===== src/rtl/image_pkg.sv =====
// image_pkg: frame-buffer geometry defaults, capture states and the shared pixel address map
package image_pkg;
  localparam int DEF_H_ACT = 640;
  localparam int DEF_V_ACT = 480;
  localparam int ADDR_W = 19;
  typedef enum logic [1:0] {IDLE = 2'd0, WAIT_SOF = 2'd1, CAPTURE = 2'd2} cap_state_t;
  function automatic logic [ADDR_W-1:0] addr_of(input logic [9:0] x, input logic [9:0] y, input int div, input int h);
    logic [ADDR_W-1:0] w;
    w = ADDR_W'(h >> div);
    return ADDR_W'(x >> div) + ADDR_W'(y >> div) * w;
  endfunction
endpackage


===== src/rtl/raster_counter.sv =====
// raster_counter: saturating x/y raster position of the current pixel with decimation keep flag
module raster_counter #(
  parameter int DIV_BY = 1,
  parameter int H_ACT = 640,
  parameter int V_ACT = 480
) (
  input  logic       clk,
  input  logic       reset_n,
  input  logic       adv,
  input  logic       restart,
  input  logic       eol,
  output logic [9:0] px,
  output logic [9:0] py,
  output logic       keep,
  output logic       last_line,
  output logic       open
);
  localparam logic [9:0] MSK = 10'((1 << DIV_BY) - 1);
  localparam logic [9:0] HA = 10'(H_ACT);
  localparam logic [9:0] VA = 10'(V_ACT);
  logic [9:0] x, y;
  assign px = restart ? '0 : x;
  assign py = restart ? '0 : y;
  assign keep = px < HA && py < VA && ((px | py) & MSK) == '0;
  assign last_line = py == VA - 10'd1;
  assign open = y < VA;
  // step past the accepted pixel, clamping both counters at their ceiling
  always_ff @(posedge clk or negedge reset_n)
    if (!reset_n) begin
      x <= '0;
      y <= '0;
    end else if (adv) begin
      x <= eol ? '0 : px + {9'd0, px != '1};
      y <= eol ? py + {9'd0, py != '1} : py;
    end
endmodule


===== src/rtl/image_buf_writer.sv =====
// image_buf_writer: decimating raster capture into the frame buffer; define PIX_AVG_EN for horizontal pair averaging
module image_buf_writer import image_pkg::*; #(
  parameter int DIV_BY = 1,
  parameter int PIX_W = 12,
  parameter int H_ACT = DEF_H_ACT,
  parameter int V_ACT = DEF_V_ACT
) (
  input  logic              clk,
  input  logic              reset_n,
  input  logic              cap_req,
  input  logic              cap_cont,
  input  logic              pix_valid,
  input  logic              pix_sof,
  input  logic              pix_eol,
  input  logic [PIX_W-1:0]  pix_data,
  output logic              wr_en,
  output logic [ADDR_W-1:0] wr_addr,
  output logic [PIX_W-1:0]  wr_data,
  output logic              busy,
  output logic              frame_done
);
  cap_state_t state, nxt;
  logic cont_r;
  logic [9:0] px, py;
  logic keep, last_line, open;
  logic in_wait, in_cap, sof_hit, end_sof, end_eol, done_n, drop, adv, take, put;
  logic w_en;
  logic [ADDR_W-1:0] w_addr, cur_addr;
  logic [PIX_W-1:0] w_data;
  assign in_wait = state == WAIT_SOF;
  assign in_cap = state == CAPTURE;
  assign sof_hit = pix_valid & pix_sof;
  assign end_sof = in_cap & sof_hit & open;
  assign end_eol = in_cap & pix_valid & pix_eol & !pix_sof & last_line;
  assign done_n = end_sof | end_eol;
  assign drop = end_sof & !cont_r;
  assign adv = (in_wait & sof_hit) | (in_cap & pix_valid);
  assign take = adv & !drop;
  assign put = take & keep;
  assign cur_addr = addr_of(px, py, DIV_BY, H_ACT);
  assign busy = state != IDLE;

  raster_counter #(.DIV_BY(DIV_BY), .H_ACT(H_ACT), .V_ACT(V_ACT)) u_rc (
    .clk(clk), .reset_n(reset_n), .adv(adv), .restart(sof_hit), .eol(pix_eol),
    .px(px), .py(py), .keep(keep), .last_line(last_line), .open(open)
  );

`ifdef PIX_AVG_EN
  localparam bit AVG = DIV_BY > 0;
  logic pend, flush;
  logic [ADDR_W-1:0] pend_addr;
  logic [PIX_W-1:0] pend_data;
  logic [PIX_W:0] sum;
  assign sum = {1'b0, pend_data} + {1'b0, pix_data};
  assign flush = pend & adv;
  assign w_en = flush | (put & (!AVG | pix_eol));
  assign w_addr = flush ? pend_addr : cur_addr;
  assign w_data = flush ? (sof_hit ? pend_data : sum[PIX_W:1]) : pix_data;
  // park a kept pixel until its right-hand partner (or a line/frame break) arrives
  always_ff @(posedge clk or negedge reset_n)
    if (!reset_n) begin
      pend <= 1'b0;
      pend_addr <= '0;
      pend_data <= '0;
    end else begin
      if (adv) pend <= put & AVG & !pix_eol;
      if (put) begin
        pend_addr <= cur_addr;
        pend_data <= pix_data;
      end
    end
`else
  assign w_en = put;
  assign w_addr = cur_addr;
  assign w_data = pix_data;
`endif

  // capture state register
  always_ff @(posedge clk or negedge reset_n)
    if (!reset_n) state <= IDLE;
    else state <= nxt;

  // arm on request, start at SOF, fall back to idle at a single-shot frame end
  always_comb begin
    nxt = state;
    if (state == IDLE && cap_req) nxt = WAIT_SOF;
    if (in_wait && sof_hit) nxt = CAPTURE;
    if (done_n && !cont_r) nxt = IDLE;
  end

  // registered write port, frame-end pulse and per-frame continuous-mode sample
  always_ff @(posedge clk or negedge reset_n)
    if (!reset_n) begin
      cont_r <= 1'b0;
      wr_en <= 1'b0;
      wr_addr <= '0;
      wr_data <= '0;
      frame_done <= 1'b0;
    end else begin
      if (take & sof_hit) cont_r <= cap_cont;
      wr_en <= w_en;
      if (w_en) begin
        wr_addr <= w_addr;
        wr_data <= w_data;
      end
      frame_done <= done_n;
    end
endmodule

===== config.mk =====
export PLATFORM = sky130hd
export DESIGN_NAME = image_buf_writer
export DESIGN_NICKNAME = d
export VERILOG_FILES = /design/src/rtl/image_pkg.sv /design/src/rtl/raster_counter.sv /design/src/rtl/image_buf_writer.sv
export SDC_FILE = /design/constraint.sdc
export NUM_CORES = 1
export LEC_CHECK = 0
export CAP_MARGIN = 20
export CORE_MARGIN = 2
export CORE_UTILIZATION = 59
export CTS_CLUSTER_DIAMETER = 60
export DETAILED_ROUTE_END_ITERATION = 10
export GPL_TIMING_DRIVEN = 0
export PLACE_DENSITY = 0.86
export SKIP_LAST_GASP = 1
export SYNTH_ARGS = -nofsm -noshare
export SYNTH_HDL_FRONTEND = slang
export SYNTH_HIERARCHICAL = 1
export SYNTH_SLANG_ARGS = --single-unit

===== constraint.sdc =====
create_clock -name clk -period 7.3 [get_ports clk]
set_input_delay 1.46 -clock clk [delete_from_list [all_inputs] [get_ports clk]]
set_output_delay 1.46 -clock clk [all_outputs]
set_load 0.02 [all_outputs]

==> impl_metrics.json, run 1 <==
{
  "synth_top_area_frac": 0.4065,
  "reg2reg_slack_ns": 3.99,
  "synth_flop_cell": "dfrtp_1",
  "period_share": 0.7412,
  "grt_use_total": 0.2741,
  "yosysSeqAreaShare": 0.4065,
  "synth_fp_nets": 435,
  "synth_top_cell_by_area": "dfrtp_1",
  "drive_gt1_frac": 0.05286,
  "cp-end-kind": "flop",
  "antenna_cells": 0,
  "worst-path-stages": 15,
  "core_mm2": 0.005574,
  "fin_hold_ws_ns": 0.4860,
  "ys_seq_elements": 56,
  "place.gp.congestion": 0.9001,
  "h-tree-depth": 2,
  "fin_nets": 495,
  "clk_pin_slew_worst_paths_ns": 0.11,
  "totalNegativeSetupSlack_ns": 0,
  "reg2reg_depth": 11,
  "vdd_ir_drop_max_uv": 162.7,
  "syn_to_final_growth_pct": 20.91,
  "stdcell_area_mm2": 0.004168,
  "clock-sinks": 56,
  "first_pass_iters": 5,
  "final_core_util": 0.7477,
  "worst_pin_slew_ns": 0.9054,
  "die_area_mm2": 0.006470,
  "hold_viol_final": 0,
  "cp.required_ns": 7.56,
  "numCtsBuffers": 5,
  "min_period_ns": 5.411,
  "synth_area_mm2": 0.003447,
  "path_class": "input port to flop",
  "worstPathArrival_ns": 5.67,
  "rsz0062_at_grt": "no",
  "grt_pass1_vias": 3018,
  "hold_path_depth": 2,
  "clk_root_buffer_cell": "clkbuf_8",
  "setup_violations": 0,
  "io_pins": 53,
  "drt_iter0_drc": 265,
  "clockBufferDepth": 2,
  "cts_hold_buffers": 0,
  "ys_types": 57,
  "path_delay_family": "buffers and inverters",
  "slew_viol_final": 0,
  "cp-endpoint": "wr_addr[16]",
  "dp.cells": 518,
  "grt_pass1_wl_um": 13920,
  "die_w_um": 80.44,
  "cts_tree": "done",
  "dp_hpwl_um": 6298,
  "routed_wl_um": 8187,
  "synthArstFlopShare": 1.000,
  "hold_path.class": "flop to flop",
  "clock.fmax_mhz": 184.8,
  "placed_area_mm2": 0.004073,
  "rows": 27,
  "synth_edf_count": 0,
  "vias_per_cell": 5.922,
  "ant_nets": 0,
  "leakage_nw": 1.874,
  "syn_inst": 393,
  "ctsResizeCount": 0,
  "r2r-end": "wr_addr[16]",
  "timing.max_cap.violations": 0,
  "route.detailed.drc": 0,
  "cts_setup_buffers": 0,
  "die_height_um": 80.44,
  "wl_per_cell_um": 15.56,
  "vias": 3115,
  "r2r_start": "u_rc/y[6]",
  "antenna_found_initial": 0,
  "syn_avg_cell_area_um2": 8.771,
  "grt_max_degree": 36,
  "start_util": 0.6184,
  "fin_skew_ns": 0.009082,
  "synth_area_leaders": "dfrtp_1 (41%), nand2_1 (9.5%), ha_1 (7.6%)",
  "maxSlewHeadroom": 0.3910,
  "clk_latency_ns": 0.31,
  "fin_cells": 526,
  "startpoint": "pix_sof",
  "path_cells": "clkdlybuf4s50_1 > nand2_1 > inv_1 > clkbuf_1 > buf_2 > buf_2 > nor2_1 > ha_1 > ha_1 > a211oi_1 > nor2_1 > xor2_1 > nand3_1 > or4_1 > nand3_1",
  "slowest_stage": "clkdlybuf4s50_1",
  "io_buffer_count": 52,
  "overflow": 0,
  "crit_path_start_kind": "input port",
  "path_buf_inv": 5,
  "path_max_fanout": 10,
  "cellPowerDensity_mw_per_mm2": 313.1,
  "critPathMaxStageDelay_ns": 0.56,
  "status": "finished, final reports clean",
  "synth_warnings": 6
}
-- stage by stage --
step,power (mW),worst slack [ns]
floorplan,0.8747,2.908
global placement,1.094,1.829
detailed placement,1.129,1.741
CTS,1.308,1.985
global route,1.404,1.567
finish,1.305,1.889
-- cell usage after synthesis, types with 2 or more instances --
cell type	n
a21oi_1	9
a311oi_1	2
a31o_2	2
a31oi_1	3
a32o_1	2
and3_1	2
and3b_1	2
and4_1	2
buf_2	3
clkbuf_1	15
dfrtp_1	56
fa_1	2
ha_1	21
inv_1	20
mux2_2	3
nand2_1	87
nand2b_1	6
nand3_1	11
nand3b_1	4
nand4_1	6
nand4b_1	2
nor2_1	16
nor2b_1	16
nor3_1	5
nor3b_1	4
nor4_1	5
o211ai_1	5
o21ai_0	24
o21ai_1	4
o2bb2ai_1	2
o31a_1	6
o31ai_1	3
or4_1	6
xnor2_1	7
xor2_1	8
-- power breakdown --
part | total, mW | switching, mW | internal [mW]
registers | 0.480 | 0.0702 | 0.409
logic | 0.648 | 0.360 | 0.289
clock network | 0.177 | 0.107 | 0.0702
-- how the worst min path moves through the flow --
stage	from	endpoint
2_1_floorplan	u_rc/x[4]	u_rc/x[4]
3_3_place_gp	wr_data[0]	wr_data[0]
3_5_place_dp	wr_data[3]	wr_data[3]
4_1_cts	wr_data[1]	wr_data[1]
5_1_grt	wr_data[3]	wr_data[3]
6_report	wr_addr[5]	wr_addr[5]
-- cells in the final DEF (no fill, tap or decap), drive strengths merged, types with 2 or more instances in the layout --
cell / n
nand3b: 4
or4: 6
nor3b: 4
o2bb2ai: 2
o21ai: 28
nand2b: 6
and3: 2
a31o: 2
o211ai: 5
or3b: 2
dfrtp: 56
nand3: 11
clkbuf: 20
nor4: 5
clkdlybuf4s50: 51
buf: 5
nand2: 87
mux2: 3
fa: 2
a311oi: 2
a31oi: 3
a21oi: 9
clkinv: 2
and3b: 2
nor3: 5
nand4b: 2
nor2b: 16
xnor2: 7
o31a: 6
o31ai: 3
nand4: 7
nor2: 16
and4: 2
xor2: 8
inv: 22
ha: 21
a32o: 2
-- sequential cells by signal, indices dropped and copies added, names as in the netlist --
| name | count |
|---|---|
| cont_r | 1 |
| frame_done | 1 |
| state | 2 |
| u_rc/x | 10 |
| u_rc/y | 10 |
| wr_addr | 19 |
| wr_data | 12 |
| wr_en | 1 |
-- routing by layer --
layer  wire, um  up-vias  part of all wire  global-route usage
li1           -     1500                 -                   -
met1       3412     1475              0.42              0.3443
met2       4091      125              0.50              0.4842
met3        565       15             0.069             0.05056
met4        117        0             0.014             0.07288
met5          0        -                 0                   0
-- cells by family after synthesis --
family / share of synthesized area
multiplexers: 0.01270
AND/OR/NAND/NOR: 0.2672
XOR/XNOR: 0.03811
flip-flops: 0.4065
AO/OA/AOI/OAI: 0.1441
buffers and inverters: 0.04355
adder cells (fa/ha/maj): 0.08784
-- worst reg2reg max path: stages, from the launching register on --
cell and delay, ns:
dfrtp_1 0.34, clkbuf_1 0.29, inv_1 0.14, nor2_1 0.19, ha_1 0.27, ha_1 0.24
a211oi_1 0.46, nor2_1 0.16, xor2_1 0.37, nand3_1 0.21, or4_1 0.50, nand3_1 0.09
-- final cells by class --
type,instances,area (um^2)
multi-input combinational,298,1896
fill,392,1406
sequential,56,1401
timing repair buffer,53,535.5
tap,72,90.09
inverter,21,78.83
buffer,18,71.32
clock buffer,5,68.82
clock inverter,3,26.28
Note: power is estimated with default switching activity, not from simulation.
==> run 2, diff against run 1 <==
- CORE_UTILIZATION: 59 -> 49
- PLACE_DENSITY: 0.86 -> 0.77
- clock period: 7.3 -> 4.8 ns (I/O delays scaled with it)
==> impl_metrics.json, run 2 (synthesis gave the netlist of run 1 again) <==
{
  "fin_skew_ns": 0.004115,
  "grt_use_total": 0.2220,
  "cts_tree": "done",
  "slowest_stage": "or4_1",
  "start_util": 0.5074,
  "numCtsBuffers": 5,
  "grt_pass1_wl_um": 13680,
  "vias": 3035,
  "path_cells": "clkdlybuf4s50_1 > nand2_1 > clkinvlp_4 > clkbuf_2 > nor2b_1 > ha_1 > ha_1 > inv_1 > fa_1 > nand2b_1 > a21oi_1 > xor2_1 > nand3_1 > or4_1 > nand3_1",
  "io_pins": 53,
  "syn_to_final_growth_pct": 21.92,
  "dp.cells": 542,
  "path_class": "input port to flop",
  "period_share": 0.9538,
  "largest_register_ffs": 19,
  "place.gp.congestion": 0.8802,
  "top_regs": "wr_addr: 19 flops, wr_data: 12 flops",
  "fin_cells": 549,
  "reg2reg_slack_ns": 1.51,
  "placed_area_mm2": 0.004103,
  "timing.max_cap.violations": 0,
  "clock.fmax_mhz": 218.4,
  "drive_gt1_frac": 0.05960,
  "worstPathArrival_ns": 4.84,
  "overflow": 0,
  "min_period_ns": 4.578,
  "worst_pin_slew_ns": 0.8675,
  "cellPowerDensity_mw_per_mm2": 470.2,
  "crit_path_start_kind": "input port",
  "routed_wl_um": 8140,
  "clk_latency_ns": 0.32,
  "cp.required_ns": 5.06,
  "setup_violations": 0,
  "die_w_um": 87.88,
  "die_area_mm2": 0.007722,
  "stdcell_area_mm2": 0.004203,
  "grt_pass1_vias": 3005,
  "fin_nets": 494,
  "grt_max_degree": 36,
  "core_mm2": 0.006794,
  "clockBufferDepth": 2,
  "h-tree-depth": 2,
  "final_common_cell": "nand2_1",
  "hold_viol_final": 0,
  "cp-end-kind": "flop",
  "status": "finished, final reports clean",
  "drt_iter0_drc": 100,
  "dp_hpwl_um": 6123,
  "route.detailed.drc": 0,
  "most-common-layout-cells": "nand2_1 (87), dfrtp_1 (56), clkdlybuf4s50_1 (51), o21ai_0 (24), ha_1 (21)",
  "vias_per_cell": 5.528,
  "largest_register": "wr_addr",
  "cts_setup_buffers": 0,
  "critPathMaxStageDelay_ns": 0.50,
  "totalNegativeSetupSlack_ns": 0,
  "power_mw": 1.976,
  "final_core_util": 0.6186,
  "leakage_nw": 1.865,
  "wl_per_cell_um": 14.83,
  "clk_pin_slew_worst_paths_ns": 0.11,
  "first_pass_iters": 4,
  "clock-sinks": 56,
  "antenna_found_initial": 0,
  "clk_root_buffer_cell": "clkbuf_8",
  "cts_hold_buffers": 0,
  "path_max_fanout": 14,
  "die_height_um": 87.88,
  "slew_viol_final": 0,
  "antenna_cells": 0,
  "rows": 30,
  "hold_path.class": "flop to flop",
  "maxSlewHeadroom": 0.4165,
  "ant_nets": 0,
  "io_buffer_count": 52,
  "vdd_ir_drop_max_uv": 168.5
}
==> run 2: cell count changes in the layout (fill, tap and decap cells not counted), sizes merged <==
cell,previous run,this run
clkinvlp,0,2
clkinv,2,0
clkbuf,20,19
==> run 2: metrics by stage <==
stage | hold WS [ns] | worst slack (ns)
6_report | 0.4873 | 0.2215
5_1_grt | 0.5076 | -0.02082
4_1_cts | 0.4917 | 0.01075
3_5_place_dp | 0.4648 | -0.3219
3_3_place_gp | 0.4577 | -0.3006
2_1_floorplan | 0.4806 | 0.9081
==> run 2: path summary, 6_finish.rpt <==
path                       startpoint           to  depth (start not counted)
min                        wr_addr[2]   wr_addr[2]                          2
max                           pix_sof  wr_addr[16]                         15
min in group asynchronous     reset_n  wr_addr[14]                          1
max in group asynchronous     reset_n   wr_data[9]                          2
max reg2reg                 u_rc/y[3]  wr_addr[16]                         12
min reg2reg                wr_addr[2]   wr_addr[2]                          2
==> run 2: layout make-up <==
class	instances	area (um^2)
Tap cell	96	120.1
Clock buffer	5	68.82
Multi-Input combinational cell	298	1901
Buffer	17	68.82
Inverter	21	82.58
Sequential cell	56	1401
Fill cell	598	2591
Clock inverter	3	25.02
Timing Repair Buffer	53	535.5
==> run 2: power breakdown <==
part / total [mW] / internal, mW / switching [mW]
clock: 0.277 / 0.107 / 0.170
combinational: 0.975 / 0.439 / 0.536
sequential: 0.724 / 0.622 / 0.102
total: 1.98 / 1.17 / 0.808
==> run 2: routing by layer <==
layer / wire length, um / part of all wire / global-route usage / vias up
met2: 3973 / 0.49 / 0.3822 / 89
li1: - / - / - / 1490
met1: 3574 / 0.44 / 0.2756 / 1442
met3: 464 / 0.057 / 0.04713 / 14
met5: 0 / 0 / 0 / -
met4: 127 / 0.016 / 0.07832 / 0
==> run 2: worst max-delay path, delay by kind of cell <==
family	cells	cell delay, ns
AO/OA/AOI/OAI	1	0.20
XOR/XNOR	1	0.30
adder cells (fa/ha/maj)	3	0.78
buffers and inverters	4	1.11
AND/OR/NAND/NOR	6	1.48
==> run 2: repair_timing <==
| item | in CTS | in global routing |
|---|---|---|
| gates resized for setup | 1 | 2 |
| endpoints found under the hold margin | 0 | 0 |
| endpoints found under the setup margin | 1 | 4 |
